$ cat src/rtl/atree_pkg.sv
// Shared types and elaboration helpers for the adder-tree reduction controller.
package atree_pkg;

    typedef enum logic [1:0] {
        IDLE  = 2'd0,
        RUN   = 2'd1,
        DRAIN = 2'd2,
        DONE  = 2'd3
    } atree_ctrl_state_t;

    // Elements per beat for a tree of the given depth.
    function automatic int num_inputs(input int levels);
        return 1 << levels;
    endfunction

    // Narrowest accumulator that can hold one full tree result.
    function automatic int min_acc_width(input int in_width, input int levels);
        return in_width + levels;
    endfunction

endpackage

$ cat src/rtl/atree.sv
// Combinational unsigned adder tree: sums 2**LEVELS elements of IN_WIDTH bits.
// Nodes are stored heap-style: leaves at [N .. 2N-1], root at [1].
module atree
    import atree_pkg::*;
#(
    parameter int IN_WIDTH = 32,
    parameter int LEVELS   = 4
) (
    input  logic [num_inputs(LEVELS)-1:0][IN_WIDTH-1:0] in_data,
    output logic [IN_WIDTH+LEVELS-1:0]                  sum
);

    localparam int N = num_inputs(LEVELS);
    localparam int W = IN_WIDTH + LEVELS;

    logic [W-1:0] w_node [1:2*N-1];

    // Load zero-extended leaves, then fold pairs bottom-up so every node is
    // computed before its parent reads it.
    always_comb begin
        for (int i = 0; i < N; i++) begin
            w_node[N+i] = {{LEVELS{1'b0}}, in_data[i]};
        end
        for (int i = N - 1; i >= 1; i--) begin
            w_node[i] = w_node[2*i] + w_node[2*i+1];
        end
    end

    assign sum = w_node[1];

endmodule

$ cat src/rtl/atree_accum_ctrl.sv
// Beat-serial reduction sequencer: each accepted beat goes through the adder
// tree into a pipe register, and pipe values are summed into a wide
// accumulator that is presented on a valid/ready result port.
//
//   state | meaning
//   IDLE  | waiting for start; cfg_len latched on start
//   RUN   | accepting beats until the beat count reaches zero
//   DRAIN | folding the last pipe value into the accumulator
//   DONE  | result held on out_* until out_ready
module atree_accum_ctrl
    import atree_pkg::*;
#(
    parameter int IN_WIDTH  = 32,
    parameter int LEVELS    = 4,
    parameter int ACC_WIDTH = 48,
    parameter int LEN_WIDTH = 16
) (
    input  logic                                        clk,
    input  logic                                        rst,
    input  logic                                        start,
    input  logic [LEN_WIDTH-1:0]                        cfg_len,
    output logic                                        busy,
    input  logic                                        in_valid,
    output logic                                        in_ready,
    input  logic [num_inputs(LEVELS)-1:0][IN_WIDTH-1:0] in_data,
    output logic                                        out_valid,
    input  logic                                        out_ready,
    output logic [ACC_WIDTH-1:0]                        out_sum,
    output logic                                        out_overflow
);

    localparam int TREE_W = IN_WIDTH + LEVELS;
    localparam logic [LEN_WIDTH-1:0] LEN_ONE = {{(LEN_WIDTH-1){1'b0}}, 1'b1};

    if (ACC_WIDTH < min_acc_width(IN_WIDTH, LEVELS)) begin : g_acc_width_check
        $error("atree_accum_ctrl: ACC_WIDTH must be at least IN_WIDTH+LEVELS");
    end

    atree_ctrl_state_t      r_state;
    atree_ctrl_state_t      w_next;
    logic [LEN_WIDTH-1:0]   r_remaining;
    logic [TREE_W-1:0]      r_pipe;
    logic                   r_pipe_valid;
    logic [ACC_WIDTH-1:0]   r_acc;
    logic                   r_overflow;
    logic [TREE_W-1:0]      w_tree;
    logic [ACC_WIDTH:0]     w_acc_sum;
    logic                   w_accept;
    logic                   w_launch;

    atree #(
        .IN_WIDTH (IN_WIDTH),
        .LEVELS   (LEVELS)
    ) u_atree (
        .in_data (in_data),
        .sum     (w_tree)
    );

    assign w_accept  = in_valid && in_ready;
    assign w_acc_sum = {1'b0, r_acc} + (ACC_WIDTH+1)'(r_pipe);

    // Result is only driven while presented; zero otherwise.
    assign out_sum      = (r_state == DONE) ? r_acc : '0;
    assign out_overflow = (r_state == DONE) ? r_overflow : 1'b0;

    // Next-state and handshake outputs.
    always_comb begin
        w_next    = r_state;
        busy      = 1'b1;
        in_ready  = 1'b0;
        out_valid = 1'b0;
        w_launch  = 1'b0;
        case (r_state)
            IDLE: begin
                busy = 1'b0;
                if (start) begin
                    w_launch = 1'b1;
                    w_next   = (cfg_len != '0) ? RUN : DONE;
                end
            end
            RUN: begin
                in_ready = (r_remaining != '0);
                if (in_valid && (r_remaining == LEN_ONE)) begin
                    w_next = DRAIN;
                end
            end
            DRAIN: begin
                w_next = DONE;
            end
            DONE: begin
                out_valid = 1'b1;
                if (out_ready) begin
                    w_next = IDLE;
                end
            end
            default: begin
                w_next = IDLE;
            end
        endcase
    end

    // State register.
    always_ff @(posedge clk) begin
        if (rst) begin
            r_state <= IDLE;
        end else begin
            r_state <= w_next;
        end
    end

    // Beat counter, tree pipe register and accumulator.
    always_ff @(posedge clk) begin
        if (rst) begin
            r_remaining  <= '0;
            r_pipe       <= '0;
            r_pipe_valid <= 1'b0;
            r_acc        <= '0;
            r_overflow   <= 1'b0;
        end else begin
            r_pipe_valid <= w_accept;
            if (w_accept) begin
                r_pipe      <= w_tree;
                r_remaining <= r_remaining - LEN_ONE;
            end
            if (w_launch) begin
                r_remaining <= cfg_len;
                r_acc       <= '0;
                r_overflow  <= 1'b0;
            end else if (r_pipe_valid) begin
                r_acc      <= w_acc_sum[ACC_WIDTH-1:0];
                r_overflow <= r_overflow | w_acc_sum[ACC_WIDTH];
            end
        end
    end

endmodule
$ cat config.mk
export PLATFORM = sky130hd
export DESIGN_NAME = atree_accum_ctrl
export DESIGN_NICKNAME = d
export VERILOG_FILES = /design/src/rtl/atree_pkg.sv /design/src/rtl/atree.sv /design/src/rtl/atree_accum_ctrl.sv
export SDC_FILE = /design/constraint.sdc
export NUM_CORES = 1
export LEC_CHECK = 0
export ABC_CLOCK_PERIOD_IN_PS = 10000
export CAP_MARGIN = 20
export CORE_ASPECT_RATIO = 1.4
export CORE_MARGIN = 10
export CORE_UTILIZATION = 53
export DETAILED_ROUTE_END_ITERATION = 6
export PLACE_DENSITY = 0.84
export RECOVER_POWER = 50
export SLEW_MARGIN = 40
export SYNTH_ARGS = -nofsm -noshare
export SYNTH_HDL_FRONTEND = slang
export SYNTH_SLANG_ARGS = --single-unit
$ cat constraint.sdc
create_clock -name clk -period 10 [get_ports clk]
set_input_delay 2 -clock clk [delete_from_list [all_inputs] [get_ports clk]]
set_output_delay 2 -clock clk [all_outputs]
set_load 0.05 [all_outputs]
==> flow_summary.rst <==
.. list-table::
   :header-rows: 1

   * - Metric
     - Value
   * - Antenna Violating Nets Remaining
     - 0
   * - CTS clock-pin slew for the worst setup and hold paths
     - 0.07 ns
   * - Drt pass-1 iters
     - 6
   * - Clock tree from TritonCTS
     - done
   * - Synth Instances
     - 3141
   * - Final critical-path setup slack
     - 0.5364 ns
   * - Total placed instance area
     - 31580 µm²
   * - Multi-input logic area
     - 21540 µm²
   * - Final-layout fill cell count
     - 4040
   * - Post-layout nets
     - 4756
   * - Syn_area_per_cell
     - approximately 8 µm²
   * - Max-capacitance violation count
     - 4
   * - Fraction of registers with async set/reset
     - 0%
   * - Area share of the largest cell type after synthesis
     - 16.69%
   * - Startpoint of the tightest hold check path
     - r_pipe[14]
   * - Clock latency at the later pin of the worst-skew pair
     - between 0.3 and 0.4 ns
   * - Capture instance of the worst register-to-register path
     - r_remaining[9]
   * - Largest stage delay on the critical path
     - 0.63 ns
   * - Register-to-Register Setup Slack
     - 5.94 ns
   * - Most used cell, CP
     - sky130_fd_sc_hd__fa_1
   * - Sink of the worst hold path
     - r_pipe[14]
   * - Synthesis-stage register bit count
     - ~100
   * - Top FF cell, synth
     - sky130_fd_sc_hd__dfxtp_1
   * - Number of buffer and inverter stages on the critical path
     - 5
   * - Maximum fanout count along the critical path
     - 9
   * - Die extent in x
     - approximately 200 µm
   * - Post-CTS Setup Bufs
     - 0
   * - Sequential-to-total area share from yosys stat
     - 8.288%
   * - Number of buffers created by CTS
     - 9
   * - Root Driver
     - sky130_fd_sc_hd__clkbuf_16
   * - Overall die area
     - 56630 µm²
   * - Required time worst endpoint
     - 10.26 ns
   * - Aggregate global-route resource usage
     - 32.52%
   * - PostCTS Resize Cnt
     - 0
   * - Area taken by flip-flops and latches
     - 2083 µm²
   * - Synthesized net count
     - 4215
   * - Cell type of the slowest stage on the worst timing path
     - sky130_fd_sc_hd__o31ai_1
   * - Violations in the final reports
     - capacitance limit, slew limit
   * - Placement Setup Slack
     - 0.4003 ns
   * - Maximum clock skew at final layout
     - 0.008940 ns
   * - Capturing element type of the critical path
     - flop
   * - Largest net degree at the start of global routing
     - 56
   * - Wirelength per Cell
     - 22.07 µm
   * - Register-to-Register Path Depth
     - 11
   * - Startpoint of the most critical register-to-register path
     - r_remaining[2]
   * - Maximum clock rate
     - approximately 0.11 GHz
   * - Placeable core region
     - 46930 µm²
   * - Dpl hpwl
     - 84.98 mm
   * - Cell type group with the largest total delay on the critical path
     - compound AO/OA/AOI/OAI gates
   * - RePlAce Congestion
     - 0.9876
   * - Final critical path time including I/O delays and setup
     - 9.464 ns
   * - Cell area after synthesis
     - 25120 µm²
   * - Number of primary I/O pins
     - 585
   * - RSZ-0062 raised after global routing
     - no
   * - Max Buffers Root-to-Sink
     - 2
   * - Cell total after placement
     - 4295
   * - Critical Path Source Type
     - input pin
   * - Status
     - finished with violations
   * - Residual DRC count
     - 0
   * - Total number of vias
     - 25370
   * - Height of the die
     - 277.6 µm
   * - TritonCTS sink count
     - 104
   * - Number of antenna violations at the first check in global routing
     - 25
   * - Final count of hold timing violations
     - 0
   * - Setup Total Neg Slack
     - 0 ns
   * - Quantity of hold-fixing buffers added after cts
     - 0
   * - Final clock period utilization by the worst path
     - 94.64%
   * - Share of final-layout standard cells stronger than drive strength 1
     - ~1.4%
   * - Per-cell via count in the routed design
     - 5.853
   * - Syn-to-layout area delta
     - 27.03%
   * - Std cell rows
     - 94
   * - WP data arrival
     - 9.72 ns
   * - Count of routing violations after the opening detailed-route iteration
     - between 1500 and 2000
   * - Final Max Tran Viols
     - 170
   * - EDFF count, synth
     - 0
   * - DRT Wirelength
     - ~96 mm
   * - Largest area contributor in the netlist
     - sky130_fd_sc_hd__ha_1
   * - Effective utilization at floorplan
     - 53.53%
   * - Largest cells by area after synthesis
     - sky130_fd_sc_hd__ha_1, sky130_fd_sc_hd__fa_1, sky130_fd_sc_hd__dfxtp_1, sky130_fd_sc_hd__xnor2_1, sky130_fd_sc_hd__a21oi_1
   * - Yosys warning count
     - 0
   * - Final setup fails
     - 0
   * - Worst hold-check path type
     - flop to flop
   * - Filler-free cell count of the finished design
     - 4334
   * - Overall overflow remaining after global route
     - 0
   * - First-pass GRT wire length
     - between 100 and 150 mm
   * - Final instance area
     - 31910 µm²
   * - Min-Delay Path Depth
     - 2
   * - Count of buffers from port buffering
     - between 500 and 600
   * - Critical path start-end classification
     - input pin to flop
   * - Max transition margin
     - -59.96%
   * - Vias in the first global route
     - approximately 26000
   * - Pin slew with the least headroom to its limit
     - 2.399 ns
   * - Number of distinct library cells after synthesis
     - just over 80
   * - H-tree level count
     - 3
-- worst reg2reg max path: stages, from the launching register on --
cell	delay [ns]
sky130_fd_sc_hd__dfxtp_1	0.35
sky130_fd_sc_hd__or4_1	0.62
sky130_fd_sc_hd__nor3_2	0.26
sky130_fd_sc_hd__nand4b_1	0.18
sky130_fd_sc_hd__o21a_1	0.24
sky130_fd_sc_hd__nand2_1	0.08
sky130_fd_sc_hd__clkbuf_1	1.25
sky130_fd_sc_hd__nor3_1	0.32
sky130_fd_sc_hd__nand2_1	0.22
sky130_fd_sc_hd__nor3_1	0.07
sky130_fd_sc_hd__xnor2_1	0.15
sky130_fd_sc_hd__a211oi_1	0.09
-- cells by family (layout without fill, tap and decap cells) --
kind of cell               after synthesis  in the layout  synth area share [%]
DFF                                    104            104                 8.288
AOI/OAI and AO/OA                      984            984                 25.29
other                                    0             24                     0
buffers and inverters                  398            943                 5.977
muxes                                   34             34                 1.360
adders and majority gates              541            541                 33.10
and+or+nand+nor                        782            782                 15.59
xor gates and xnor gates               298            298                 10.39
-- registers in the layout, indices dropped and copies added, names as in the netlist --
| name | count |
|---|---|
| r_acc | 48 |
| r_pipe | 36 |
| r_remaining | 16 |
| r_state | 2 |
| r_overflow | 1 |
| r_pipe_valid | 1 |
-- how the worst max path moves through the flow --
stage | start | endpoint | slack, ns | cells after the start
after floorplan | in_data[256] | r_pipe[33] | 1.48 | 30
after global placement | in_data[128] | r_pipe[33] | 0.48 | 30
after detailed placement | in_data[128] | r_pipe[33] | 0.40 | 30
after CTS | in_data[128] | r_pipe[33] | 0.78 | 30
after global routing | in_data[449] | r_pipe[34] | 0.22 | 28
final | in_data[128] | r_pipe[33] | 0.54 | 30
-- layout make-up --
class,instances,share of cell area [%]
multi-input combinational,2639,67.50
clock buffer,10,0.7176
inverter,332,3.905
tap,624,2.447
timing repair buffer,596,18.53
antenna,24,0.1882
sequential,104,6.529
clock inverter,5,0.1843
-- cell usage in the layout (no fill, tap or decap), drive strengths merged, types with 104 or more instances in the layout --
| cell type | Yosys | final |
|---|---|---|
| a21o | 191 | 191 |
| dfxtp | 104 | 104 |
| fa | 206 | 206 |
| nand2 | 181 | 181 |
| o21ai | 165 | 165 |
| ha | 335 | 335 |
| inv | 332 | 331 |
| a21oi | 320 | 320 |
| xnor2 | 190 | 190 |
| nor2 | 191 | 191 |
| xor2 | 108 | 108 |
| clkdlybuf4s50 | 0 | 572 |
-- cell usage after synthesis (all sizes together), types with 6 or more instances --
master,number
a21o,191
nor2,191
nand3b,7
o41ai,6
or3,15
ha,335
and3,32
nand4,46
dfxtp,104
a211oi,37
nor4,16
and4,10
a221oi,10
a311oi,7
and2,65
a211o,7
a31oi,22
fa,206
o21bai,53
o21ai,165
a31o,12
or2,7
o211ai,25
nor3,40
xnor2,190
nand3,61
a21boi,13
clkbuf,57
o21a,47
mux2i,33
nor2b,52
inv,332
a21oi,320
xor2,108
a2111oi,6
buf,9
o31ai,16
nand2b,43
nand2,181
-- per-layer routing --
layer	share of wire [%]	track usage (%)	up-vias
li1	-	-	12170
met1	39	37.83	12090
met2	51	58.56	954
met3	6.7	5.016	159
met4	3.5	11.95	4
met5	0.026	0	-
-- per-stage QoR --
stage	hold WS, ns	utilization (%)
3_3_place_gp	0.4456	67.29
6_report	0.4567	68.00
3_5_place_dp	0.4514	67.30
5_1_grt	0.4726	67.99
4_1_cts	0.4589	67.91
2_1_floorplan	0.4297	-
Power is left out: the tool's default activity adds up to more than one toggle a clock period on the data nets, which glitch-free logic cannot reach.
